[config.mk]
export PLATFORM = sky130hd
export DESIGN_NAME = cia_tod_primitives
export DESIGN_NICKNAME = d
export VERILOG_FILES = /design/src/rtl/cia_tod_primitives_pkg.sv /design/src/rtl/cia_tod_primitives_bcd_update.sv /design/src/rtl/cia_tod_primitives_negedge.sv /design/src/rtl/cia_tod_primitives.sv
export SDC_FILE = /design/constraint.sdc
export NUM_CORES = 1
export LEC_CHECK = 0
export CAP_MARGIN = 15
export CORE_MARGIN = 5
export CORE_UTILIZATION = 65
export CTS_CLUSTER_DIAMETER = 150
export CTS_CLUSTER_SIZE = 10
export DETAILED_ROUTE_END_ITERATION = 16
export DONT_BUFFER_PORTS = 1
export PLACE_DENSITY = 0.82
export SLEW_MARGIN = 30
export SYNTH_ARGS = -nofsm -noshare
export SYNTH_HDL_FRONTEND = slang
export SYNTH_HIERARCHICAL = 1
export SYNTH_SLANG_ARGS = --single-unit
[constraint.sdc]
create_clock -name clk -period 12.8 [get_ports clk]
set_clock_uncertainty 0.15 [all_clocks]
set_input_delay 1.28 -clock clk [delete_from_list [all_inputs] [get_ports clk]]
set_output_delay 1.28 -clock clk [all_outputs]
set_load 0.1 [all_outputs]
[src/rtl/cia_tod_primitives_pkg.sv]
// Shared CIA types: the TOD register image and its per-digit field layout.
// The tod_t fields are ordered hr_hi down to tenths, so tenths is at the least-significant end.
package cia;

  typedef logic [3:0] reg4_t;
  typedef logic [7:0] reg8_t;

  typedef struct packed {
    logic [0:0] hr_hi;
    logic [3:0] hr_lo;
    logic [2:0] min_hi;
    logic [3:0] min_lo;
    logic [2:0] sec_hi;
    logic [3:0] sec_lo;
    logic [3:0] tenths;
  } tod_t;

  localparam int TOD_W    = $bits(tod_t);
  localparam int TOD_DIGS = 7;

endpackage

[src/rtl/cia_tod_primitives_bcd_update.sv]
// Combinational BCD digit stage. A load has priority over counting.
// A digit above MAX counts up and wraps to 0 without producing a carry.
module bcd_update #(
  parameter  int MAX = 9,
  localparam int W   = $clog2(MAX + 1)
) (
  input  logic         we,
  input  logic [W-1:0] data,
  input  logic [W-1:0] cur,
  input  logic         cin,
  output logic [W-1:0] next,
  output logic         cout
);

  // next-digit and carry selection
  always_comb begin
    next = cur;
    cout = 1'b0;
    if (we) begin
      next = data;
    end else if (cin) begin
      if (cur == W'(MAX)) begin
        next = '0;
        cout = 1'b1;
      end else begin
        next = cur + W'(1);
      end
    end else begin
      next = cur;
    end
  end

endmodule

[src/rtl/cia_tod_primitives_negedge.sv]
// Falling-edge detector for pad inputs, sampled only on the PHI2-falling strobe.
module cia_negedge (
  input  logic clk,
  input  logic res,
  input  logic phi2_dn,
  input  logic signal,
  output logic trigger
);

  logic r_prev;
  logic r_trigger;

  // Because the last sample clears to 0, a low level present at reset release does not trigger.
  always_ff @(posedge clk) begin
    if (res) begin
      r_prev    <= 1'b0;
      r_trigger <= 1'b0;
    end else if (phi2_dn) begin
      r_trigger <= r_prev & ~signal;
      r_prev    <= signal;
    end else begin
      r_prev    <= r_prev;
      r_trigger <= r_trigger;
    end
  end

  assign trigger = r_trigger;

endmodule

[src/rtl/cia_tod_primitives.sv]
// Primitive slice: three standalone digit stages (MAX 9/5/1), the full
// seven-stage TOD carry chain, and one falling-edge detector.
module cia_tod_primitives
  import cia::*;
(
  input  logic                clk,
  input  logic                res,
  input  logic                i_d9_we,
  input  logic [3:0]          i_d9_data,
  input  logic [3:0]          i_d9_cur,
  input  logic                i_d9_cin,
  output logic [3:0]          o_d9_next,
  output logic                o_d9_cout,
  input  logic                i_d5_we,
  input  logic [2:0]          i_d5_data,
  input  logic [2:0]          i_d5_cur,
  input  logic                i_d5_cin,
  output logic [2:0]          o_d5_next,
  output logic                o_d5_cout,
  input  logic                i_d1_we,
  input  logic                i_d1_data,
  input  logic                i_d1_cur,
  input  logic                i_d1_cin,
  output logic                o_d1_next,
  output logic                o_d1_cout,
  input  logic                i_tod_we,
  input  logic [TOD_W-1:0]    i_tod_data,
  input  logic [TOD_W-1:0]    i_tod_cur,
  input  logic                i_tod_cin,
  output logic [TOD_W-1:0]    o_tod_next,
  output logic [TOD_DIGS-1:0] o_tod_cout,
  input  logic                i_phi2_dn,
  input  logic                i_signal,
  output logic                o_trigger
);

  tod_t                w_data;
  tod_t                w_cur;
  tod_t                w_next;
  logic [TOD_DIGS-1:0] w_carry;

  assign w_data     = tod_t'(i_tod_data);
  assign w_cur      = tod_t'(i_tod_cur);
  assign o_tod_next = w_next;
  assign o_tod_cout = w_carry;

  bcd_update #(.MAX(9)) u_d9 (.we(i_d9_we), .data(i_d9_data), .cur(i_d9_cur),
    .cin(i_d9_cin), .next(o_d9_next), .cout(o_d9_cout));
  bcd_update #(.MAX(5)) u_d5 (.we(i_d5_we), .data(i_d5_data), .cur(i_d5_cur),
    .cin(i_d5_cin), .next(o_d5_next), .cout(o_d5_cout));
  bcd_update #(.MAX(1)) u_d1 (.we(i_d1_we), .data(i_d1_data), .cur(i_d1_cur),
    .cin(i_d1_cin), .next(o_d1_next), .cout(o_d1_cout));

  // The carry ripples from tenths up to hr_hi. The 12 -> 01 hour fixup is done outside this block.
  bcd_update #(.MAX(9)) u_tenths (.we(i_tod_we), .data(w_data.tenths), .cur(w_cur.tenths),
    .cin(i_tod_cin),  .next(w_next.tenths), .cout(w_carry[0]));
  bcd_update #(.MAX(9)) u_sec_lo (.we(i_tod_we), .data(w_data.sec_lo), .cur(w_cur.sec_lo),
    .cin(w_carry[0]), .next(w_next.sec_lo), .cout(w_carry[1]));
  bcd_update #(.MAX(5)) u_sec_hi (.we(i_tod_we), .data(w_data.sec_hi), .cur(w_cur.sec_hi),
    .cin(w_carry[1]), .next(w_next.sec_hi), .cout(w_carry[2]));
  bcd_update #(.MAX(9)) u_min_lo (.we(i_tod_we), .data(w_data.min_lo), .cur(w_cur.min_lo),
    .cin(w_carry[2]), .next(w_next.min_lo), .cout(w_carry[3]));
  bcd_update #(.MAX(5)) u_min_hi (.we(i_tod_we), .data(w_data.min_hi), .cur(w_cur.min_hi),
    .cin(w_carry[3]), .next(w_next.min_hi), .cout(w_carry[4]));
  bcd_update #(.MAX(9)) u_hr_lo  (.we(i_tod_we), .data(w_data.hr_lo),  .cur(w_cur.hr_lo),
    .cin(w_carry[4]), .next(w_next.hr_lo),  .cout(w_carry[5]));
  bcd_update #(.MAX(1)) u_hr_hi  (.we(i_tod_we), .data(w_data.hr_hi),  .cur(w_cur.hr_hi),
    .cin(w_carry[5]), .next(w_next.hr_hi),  .cout(w_carry[6]));

  cia_negedge u_negedge (
    .clk     (clk),
    .res     (res),
    .phi2_dn (i_phi2_dn),
    .signal  (i_signal),
    .trigger (o_trigger)
  );

endmodule

==> results.py, run 1 <==
metrics = {
    "synthesis": {
        "synth_edf_count": 0,
        "ys_async_sr_fraction": 0,
        "synth_compound_area_frac": 0.305,
        "synthSimpleGateAreaFrac": 0.470,
        "synth_top_family_by_area": "simple AND/OR/NAND/NOR gates",
        "synth_fa_ha_area_frac": 0.0237,
        "synth_xor_area_frac": 0.108,
        "synthCells": 152,
        "synth.area.mux_share": 0.0380,
        "synth_cell_type_count": 28,
        "ys_ff_latch": 2,
        "syn_area_sq_mm": 0.00105,
        "synth_top_area_frac": 0.109,
        "syn_nets": 228,
        "netlist.top_cell.by_area": "o21ai_0",
        "syn-mean-instance-area_sq_um": 6.94,
        "synth_ff_type": "dfxtp_1",
        "ys_seq_area_frac": 0.0380,
        "ys_warn_count": 6,
        "yosys-top-cells-area": "o21ai_0, xnor2_1, nor2b_1",
    },
    "floorplan": {
        "row_count": 14,
        "dieWidth_um": 50.3,
        "start_util": 0.692,
        "io-pin-count": 116,
        "die_h_um": 50.3,
    },
    "placement": {
        "io_buffers": 0,
        "place_congestion": 0.750,
    },
    "status": {
        "error": "[ERROR DPL-0038] Utilization greater than 100%, impossible to legalize",
        "stop_stage": "detailed placement",
        "status": "aborted with a tool error",
    },
}
==> Yosys cell counts, types with 6 or more instances <==
cell type and n:
a21boi_0 6, nor2b_1 10, o31a_1 6, nand2_1 13, o21ai_0 23, nand2b_1 7
xnor2_1 8, nor2_1 9
==> stage by stage <==
stage	instance area [sq um]	worst slack (ns)	std cells	hold slack [ns]
floorplan	1110	0.0546	152	0.311
global placement	1390	5.53	180	0.325
==> kinds of logic after synthesis <==
family / after synthesis
AOI/OAI and AO/OA: 51
xor gates and xnor gates: 13
adders and majority gates: 2
buffers and inverters: 5
DFF: 2
muxes: 3
and+or+nand+nor: 76
==> inputs of run 2 (changes only) <==
--- a/config.mk
+++ b/config.mk
@@ -6,13 +6,11 @@
 export NUM_CORES = 1
 export LEC_CHECK = 0
 export CAP_MARGIN = 15
-export CORE_MARGIN = 5
-export CORE_UTILIZATION = 65
-export CTS_CLUSTER_DIAMETER = 150
-export CTS_CLUSTER_SIZE = 10
+export CORE_AREA = 5 5 66 68
 export DETAILED_ROUTE_END_ITERATION = 16
+export DIE_AREA = 0 0 71 73
 export DONT_BUFFER_PORTS = 1
-export PLACE_DENSITY = 0.82
+export PLACE_DENSITY_LB_ADDON = 0.15
 export SLEW_MARGIN = 30
 export SYNTH_ARGS = -nofsm -noshare
 export SYNTH_HDL_FRONTEND = slang
==> results.py, run 2 <==
metrics = {
    "routing": {
        "drt_first_pass_iters": 4,
        "wirelength_um": 3620,
        "vias": 1236,
        "vias_per_cell": 5.70,
        "drc": 0,
        "drt-initial-drc-count": 15,
        "drtAntennaViolNets": 0,
        "wl_per_cell_um": 16.7,
    },
    "worst_setup_path": {
        "crit_path_max_incr_delay_ns": 0.48,
        "critPathCaptureType": "output port",
        "cp_slowest_cell": "nor4b_4",
        "crit_path_start": "i_tod_cur[3]",
        "worstPathCellList": "nor2b_1 > nor4b_4 > nand2_2 > nor4b_4 > buf_4 > nand4b_1 > nor2_2 > buf_4 > nand2_2 > nor4b_4 > nand4b_1 > nor2_2 > buf_4 > nand2_2 > nor4b_4 > buf_4 > ha_1 > mux2_4",
        "crit_arrival_ns": 5.87,
        "start_kind": "input pin",
        "worstRegToRegCells": 2,
        "crit_path_max_fanout": 7,
        "path_buf_inv": 4,
        "crit_family": "simple AND/OR/NAND/NOR gates",
        "path_class": "input pin to output port",
        "r2r-end": "u_negedge/trigger$_SDFFE_PP0P_",
        "cp.required_ns": 11.37,
        "rrSetupSlack_ns": 11.30,
        "reg2reg_from": "u_negedge/trigger$_SDFFE_PP0P_",
    },
    "synthesis": {
        "synth_cell_type_count": 28,
        "synth_edf_count": 0,
        "syn_nets": 228,
        "ys_async_sr_fraction": 0,
        "syn-mean-instance-area_sq_um": 6.94,
        "synth_ff_type": "dfxtp_1",
        "netlist.top_cell.by_area": "o21ai_0",
        "synth_top_area_frac": 0.109,
        "synth_most_common_cell": "o21ai_0",
        "syn_area_sq_mm": 0.00105,
        "ys_seq_area_frac": 0.0380,
        "ys_ff_latch": 2,
        "yosys-top-cells-count": "o21ai_0, nand2_1, nor2b_1, nor2_1, xnor2_1",
        "synthCells": 152,
        "ys_warn_count": 6,
        "yosys-top-cells-area": "o21ai_0, xnor2_1, nor2b_1",
    },
    "layout": {
        "finalInstanceArea_sq_mm": 0.00165,
        "finalCoreUtilization": 0.434,
        "num_antenna_cells": 0,
        "fillers": 383,
        "nets": 245,
        "final_cell_mix": "nand2_1, o21ai_4, nor2b_1, o21ai_0, buf_4",
        "multiInputGateArea_sq_mm": 0.00134,
        "drive_above_1_share": 0.365,
        "final_cells": 217,
        "seq_area_sq_um": 40.0,
        "syn_to_final_growth_pct": 56.5,
    },
    "global_routing": {
        "track_usage": 0.124,
        "grt.overflow.total": 0,
        "top_usage_layer": "met2",
        "antenna_found_initial": 0,
        "grt_max_degree": 45,
        "met2_usage": 0.233,
        "grt_pass1_wl_um": 5380,
        "grt_pass1_vias": 1285,
        "use_met3": 0.0661,
        "grt_util_met1": 0.123,
    },
    "clocking": {
        "post_cts_resize_count": 0,
        "clk_pin_slew_ns": 0.03,
        "worst_skew_pair.late_latency_ns": 0.20,
        "cts_tree": "built",
        "numClockSinks": 2,
        "htreeDepth": 1,
        "clock_path_buffers": 2,
        "holdBufCountCts": 0,
        "cts_buffers": 3,
        "cts_root_buf": "clkbuf_8",
        "postCtsSetupBuffers": 0,
    },
    "pwr": {
        "ir_drop_mv": 0.0678,
        "power_mw": 0.128,
        "power.density_mw_per_mm2": 77.7,
        "p_leak_nw": 0.558,
    },
    "placement": {
        "io_buffers": 0,
        "hpwl_um": 3100,
        "placed_cell_area_sq_mm": 0.00161,
        "place_congestion": 0.771,
        "place_inst": 214,
    },
    "timing": {
        "tightest_slew_ns": 1.04,
        "fmax_mhz": 137,
        "slew_violations": 0,
        "setup_viol": 0,
        "maxSlewHeadroom": 0.310,
        "final-hold-violation-count": 0,
        "rsz0062_at_grt": "no",
        "fin_tns_setup_ns": 0,
        "period_needed_ns": 7.30,
        "period_share": 0.570,
    },
    "floorplan": {
        "dieWidth_um": 71,
        "die_h_um": 73,
        "die_area_sq_mm": 0.00518,
        "core_area_sq_mm": 0.00380,
        "io-pin-count": 116,
        "row_count": 23,
        "start_util": 0.278,
    },
    "status": {
        "status": "finished clean",
    },
    "min_path": {
        "whs_path_depth": 2,
        "worstHoldEndpoint": "u_negedge/trigger$_SDFFE_PP0P_",
        "min_path_type": "flop to flop",
        "hold_start": "u_negedge/r_prev$_SDFFE_PP0P_",
    },
    "job": {
        "cap_violations": 0,
    },
}
run 2: cell counts after synthesis:
Identical to the previous run, type by type.
run 2: worst register-to-register path, delay by kind of cell, from the launching register on:
family	cells	cell delay, ns
flip-flops	1	0.95
AND/OR/NAND/NOR	1	0.18
AO/OA/AOI/OAI	1	0.16
run 2: cell type report:
cell class / instances / share of cell area
inverters: 5 / 0.0114
clock buffers: 3 / 0.0250
multi-input cells: 145 / 0.812
well taps: 50 / 0.0379
flip-flops and latches: 2 / 0.0243
repair buffers: 12 / 0.0895
run 2: cell families after synthesis:
family | Yosys count | synth area share
fa+ha+maj | 2 | 0.0237
xor+xnor | 13 | 0.108
buf+inv | 5 | 0.0178
flops | 2 | 0.0380
compound gates | 51 | 0.305
simple gates | 76 | 0.470
mux | 3 | 0.0380
run 2: power by group:
group          leakage, nW  internal [mW]  switching [mW]
logic                0.520         0.0200          0.0768
clock network       0.0216         0.0198         0.00441
registers           0.0163        0.00654        0.000604
run 2: layer usage:
layer	vias to the layer above	part of all wire
li1	604	-
met4	0	0
met5	-	0
met2	72	0.50
met1	560	0.35
met3	0	0.15
run 2: how the worst max path moves through the flow:
stage,endpoint,slack (ns),cells past startpoint
6_report,o_tod_next[22],5.50,18
5_1_grt,o_tod_next[22],5.14,18
4_1_cts,o_tod_next[22],5.46,18
3_5_place_dp,o_tod_next[22],5.48,18
3_3_place_gp,o_tod_next[19],5.54,16
2_1_floorplan,o_tod_next[20],0.05,13
run 2: per-stage QoR:
stage | worst slack, ns | hold WS (ns)
2_1_floorplan | 0.0546 | 0.311
3_3_place_gp | 5.54 | 0.323
3_5_place_dp | 5.48 | 0.339
4_1_cts | 5.46 | 0.356
5_1_grt | 5.14 | 0.381
6_report | 5.50 | 0.363
Power figures use the tool's default switching activity.
==> inputs of run 3 (changes only) <==
==> constraint.sdc (replaced) <==
create_clock -name clk -period 6.8 [get_ports clk]
set_clock_uncertainty 0.15 [all_clocks]
set_input_delay 0.68 -clock clk [delete_from_list [all_inputs] [get_ports clk]]
set_output_delay 0.68 -clock clk [all_outputs]
set_load 0.1 [all_outputs]
==> results.py, run 3 (same netlist as run 2, synthesis figures left out) <==
metrics = {
    "job": {
        "cap_violations": 0,
    },
    "clocking": {
        "cts_buffers": 3,
        "worst_skew_pair.late_latency_ns": 0.20,
        "cts_root_buf": "clkbuf_8",
        "clock_path_buffers": 2,
        "cts_tree": "built",
        "clk_pin_slew_ns": 0.03,
        "postCtsSetupBuffers": 0,
        "holdBufCountCts": 0,
        "numClockSinks": 2,
        "post_cts_resize_count": 0,
        "htreeDepth": 1,
    },
    "floorplan": {
        "die_h_um": 73,
        "io-pin-count": 116,
        "dieWidth_um": 71,
        "row_count": 23,
        "core_area_sq_mm": 0.00380,
        "start_util": 0.278,
        "die_area_sq_mm": 0.00518,
    },
    "routing": {
        "drc": 0,
        "drt_first_pass_iters": 6,
        "vias": 1243,
        "wl_per_cell_um": 17.1,
        "drtAntennaViolNets": 0,
        "drt-initial-drc-count": 59,
        "wirelength_um": 3740,
        "vias_per_cell": 5.68,
    },
    "global_routing": {
        "track_usage": 0.135,
        "grt.overflow.total": 0,
        "grt_max_degree": 45,
        "grt_pass1_vias": 1282,
        "grt_pass1_wl_um": 6000,
        "antenna_found_initial": 0,
    },
    "layout": {
        "finalInstanceArea_sq_mm": 0.00173,
        "final_cells": 219,
        "drive_above_1_share": 0.396,
        "num_antenna_cells": 0,
        "final_cell_mix": "nand2_1, o21ai_4, buf_4, nor2b_1, o21ai_0",
        "nets": 247,
        "fillers": 382,
        "syn_to_final_growth_pct": 63.7,
        "finalCoreUtilization": 0.455,
    },
    "timing": {
        "final-hold-violation-count": 0,
        "fmax_mhz": 175,
        "maxSlewHeadroom": 0.310,
        "setup_viol": 0,
        "period_needed_ns": 5.71,
        "slew_violations": 0,
        "worst_slack_ns": 1.09,
        "rsz0062_at_grt": "no",
        "period_share": 0.840,
        "tightest_slew_ns": 1.04,
    },
    "placement": {
        "hpwl_um": 3210,
        "place_congestion": 0.778,
        "placed_cell_area_sq_mm": 0.00169,
        "io_buffers": 0,
        "place_inst": 216,
        "place_ws_ns": 1.05,
    },
    "worst_setup_path": {
        "rrSetupSlack_ns": 5.35,
        "cp.required_ns": 5.97,
        "reg2reg_from": "u_negedge/trigger$_SDFFE_PP0P_",
        "r2r-end": "u_negedge/trigger$_SDFFE_PP0P_",
        "path_class": "input pin to output port",
        "crit_arrival_ns": 4.88,
        "crit_path_max_fanout": 7,
        "start_kind": "input pin",
        "critPathCaptureType": "output port",
        "worstRegToRegCells": 2,
    },
    "pwr": {
        "power.density_mw_per_mm2": 141,
        "p_leak_nw": 0.583,
        "ir_drop_mv": 0.174,
    },
    "min_path": {
        "min_path_type": "flop to flop",
        "hold_start": "u_negedge/r_prev$_SDFFE_PP0P_",
        "worstHoldEndpoint": "u_negedge/trigger$_SDFFE_PP0P_",
        "whs_path_depth": 2,
    },
    "status": {
        "status": "finished clean",
    },
}
[run 3: cell count changes in the layout (fill, tap and decap cells not counted), moves of 2 or more]
cell	before	now
nor2_4	1	3
nor2_2	2	0
o31a_1	6	4
o31a_4	0	2
[run 3: area by class of cell]
| cell class | instances | area, sq um | area share |
|---|---|---|---|
| multi-input cells | 145 | 1390 | 0.804 |
| clock buffers | 3 | 41.3 | 0.0239 |
| inverters | 5 | 18.8 | 0.0109 |
| well taps | 50 | 62.6 | 0.0362 |
| repair buffers | 14 | 175 | 0.101 |
| flip-flops and latches | 2 | 40.0 | 0.0232 |
[run 3: worst max-delay path by stage]
| stage | startpoint | to | slack, ns | cells after the start |
|---|---|---|---|---|
| floorplan | i_tod_cur[3] | o_tod_next[22] | -2.90 | 14 |
| detailed placement | i_tod_cur[3] | o_tod_next[22] | 1.05 | 16 |
| global placement | i_tod_cur[3] | o_tod_next[22] | 1.16 | 16 |
| CTS | i_tod_cur[3] | o_tod_next[22] | 1.04 | 16 |
| finish | i_tod_cur[3] | o_tod_next[22] | 1.09 | 16 |
| global route | i_tod_cur[3] | o_tod_next[22] | 0.77 | 16 |
[run 3: where the power goes]
| part | switching, mW | internal (mW) |
|---|---|---|
| Clock | 0.00787 | 0.0373 |
| Combinational | 0.146 | 0.0399 |
| Sequential | 0.00108 | 0.0123 |
[run 3: layer usage]
metal  vias to the layer above  track usage  part of all wire
li1                        614            -                 -
met5                         -            0                 0
met3                         4       0.0592              0.13
met4                         0       0.0230            0.0077
met1                       553        0.149              0.37
met2                        72        0.242              0.49
[run 3: worst max-delay path: stages]
cell and delay [ns]:
nor2b_4 0.13, nor4b_4 0.20, buf_4 0.36, nand2_2 0.15, nor4b_4 0.56, nand4b_1 0.23, nor2_4 0.14, nand2_2 0.10
nor4b_4 0.53, nand4b_1 0.23, nor2_4 0.11, buf_4 0.32, nand2_2 0.15, nor4b_4 0.31, ha_1 0.27, mux2_4 0.41
[run 3: stage by stage]
step                TNS [ns]  hold slack, ns  power [mW]
floorplan             -17.16           0.311       0.173
global placement           0           0.324       0.189
detailed placement         0           0.337       0.200
CTS                        0           0.335       0.246
global route               0           0.353       0.252
finish                     0           0.333       0.244
==> inputs of run 4 (changes only) <==
==> constraint.sdc (replaced) <==
create_clock -name clk -period 5.5 [get_ports clk]
set_clock_uncertainty 0.15 [all_clocks]
set_input_delay 0.55 -clock clk [delete_from_list [all_inputs] [get_ports clk]]
set_output_delay 0.55 -clock clk [all_outputs]
set_load 0.1 [all_outputs]
==> results.py, run 4 (same netlist as run 2, synthesis figures left out) <==
metrics = {
    "status": {
        "status": "finished clean",
    },
    "timing": {
        "hold_ws_ns": 0.249,
        "maxSlewHeadroom": 0.317,
        "fmax_mhz": 225,
        "rsz0062_at_grt": "no",
        "period_needed_ns": 4.45,
        "period_share": 0.809,
        "setup_viol": 0,
        "fin_tns_setup_ns": 0,
        "slew_violations": 0,
        "final-hold-violation-count": 0,
        "tightest_slew_ns": 1.03,
    },
    "routing": {
        "wirelength_um": 3790,
        "drt-initial-drc-count": 28,
        "drt_first_pass_iters": 4,
        "drc": 0,
        "drtAntennaViolNets": 0,
        "vias": 1277,
        "wl_per_cell_um": 17.2,
        "vias_per_cell": 5.78,
    },
    "job": {
        "cap_violations": 0,
    },
    "layout": {
        "final_cell_mix": "nand2_1, o21ai_4, buf_4, nor2b_1",
        "finalInstanceArea_sq_mm": 0.00178,
        "final_cells": 221,
        "num_antenna_cells": 0,
        "syn_to_final_growth_pct": 69.2,
        "drive_above_1_share": 0.409,
        "nets": 249,
        "fillers": 374,
    },
    "clocking": {
        "worst_skew_pair.late_latency_ns": 0.21,
        "clock_path_buffers": 2,
        "postCtsSetupBuffers": 0,
        "cts_buffers": 3,
        "cts_tree": "built",
        "post_cts_resize_count": 0,
        "cts_root_buf": "clkbuf_8",
        "holdBufCountCts": 0,
        "clk_pin_slew_ns": 0.03,
        "numClockSinks": 2,
        "htreeDepth": 1,
    },
    "worst_setup_path": {
        "crit_path_max_fanout": 7,
        "path_class": "input pin to output port",
        "crit_arrival_ns": 3.75,
        "start_kind": "input pin",
        "critPathCaptureType": "output port",
        "cp.required_ns": 4.80,
    },
    "pwr": {
        "p_leak_nw": 0.608,
        "ir_drop_mv": 0.194,
        "power_mw": 0.314,
        "power.density_mw_per_mm2": 176,
    },
    "placement": {
        "io_buffers": 0,
        "place_congestion": 0.722,
        "place_inst": 218,
        "placed_cell_area_sq_mm": 0.00174,
        "hpwl_um": 3280,
    },
    "global_routing": {
        "grt.overflow.total": 0,
        "grt_max_degree": 45,
        "antenna_found_initial": 0,
        "grt_pass1_vias": 1356,
        "grt_pass1_wl_um": 5950,
        "track_usage": 0.140,
    },
    "floorplan": {
        "start_util": 0.278,
        "die_h_um": 73,
        "io-pin-count": 116,
        "die_area_sq_mm": 0.00518,
        "row_count": 23,
        "dieWidth_um": 71,
        "core_area_sq_mm": 0.00380,
    },
    "min_path": {
        "min_path_type": "input pin to flop",
    },
}
==> run 4: worst max-delay path, cell delays in order <==
cell and delay, ns:
nor2b_4 0.12, nor4b_4 0.24, nand2_2 0.14, nor4b_4 0.31, nand4b_1 0.18, nor2_4 0.13
nand2_2 0.09, nor4b_4 0.52, nand4b_1 0.23, nor2_4 0.14, nand2_2 0.10, nor4b_4 0.30
ha_1 0.27, mux2_4 0.41
==> run 4: layout make-up <==
| type | count | area, sq um | share of cell area |
|---|---|---|---|
| inverter | 5 | 18.8 | 0.0105 |
| timing repair buffer | 16 | 220 | 0.123 |
| tap | 50 | 62.6 | 0.0351 |
| sequential | 2 | 40.0 | 0.0224 |
| clock buffer | 3 | 41.3 | 0.0231 |
| multi-input combinational | 145 | 1400 | 0.785 |
==> run 4: worst paths after layout <==
path | slack, ns | endpoint | cells past startpoint | start
worst min-delay path | 0.25 | u_negedge/trigger$_SDFFE_PP0P_ | 1 | res
worst min register to register | 0.34 | u_negedge/trigger$_SDFFE_PP0P_ | 2 | u_negedge/r_prev$_SDFFE_PP0P_
worst max-delay path | 1.05 | o_tod_next[22] | 14 | i_tod_cur[3]
worst max register to register | 4.05 | u_negedge/trigger$_SDFFE_PP0P_ | 2 | u_negedge/trigger$_SDFFE_PP0P_
==> run 4: per-stage QoR <==
step | setup slack [ns] | utilization
final | 1.05 | 0.470
after global routing | 0.823 | 0.470
after CTS | 1.03 | 0.470
after detailed placement | 1.04 | 0.459
after global placement | 1.12 | 0.433
after floorplan | -3.94 | -
==> run 4: where the power goes <==
part	internal [mW]	switching [mW]	leakage, nW
clock	0.0463	0.0115	0.0216
sequential	0.0152	0.00139	0.0163
combinational	0.0570	0.183	0.570
total	0.119	0.196	0.608
==> run 4: metal layers <==
layer  track usage  share of wire
met2         0.271           0.53
met3        0.0510           0.12
met4        0.0689          0.030
met5             0              0
met1         0.128           0.32
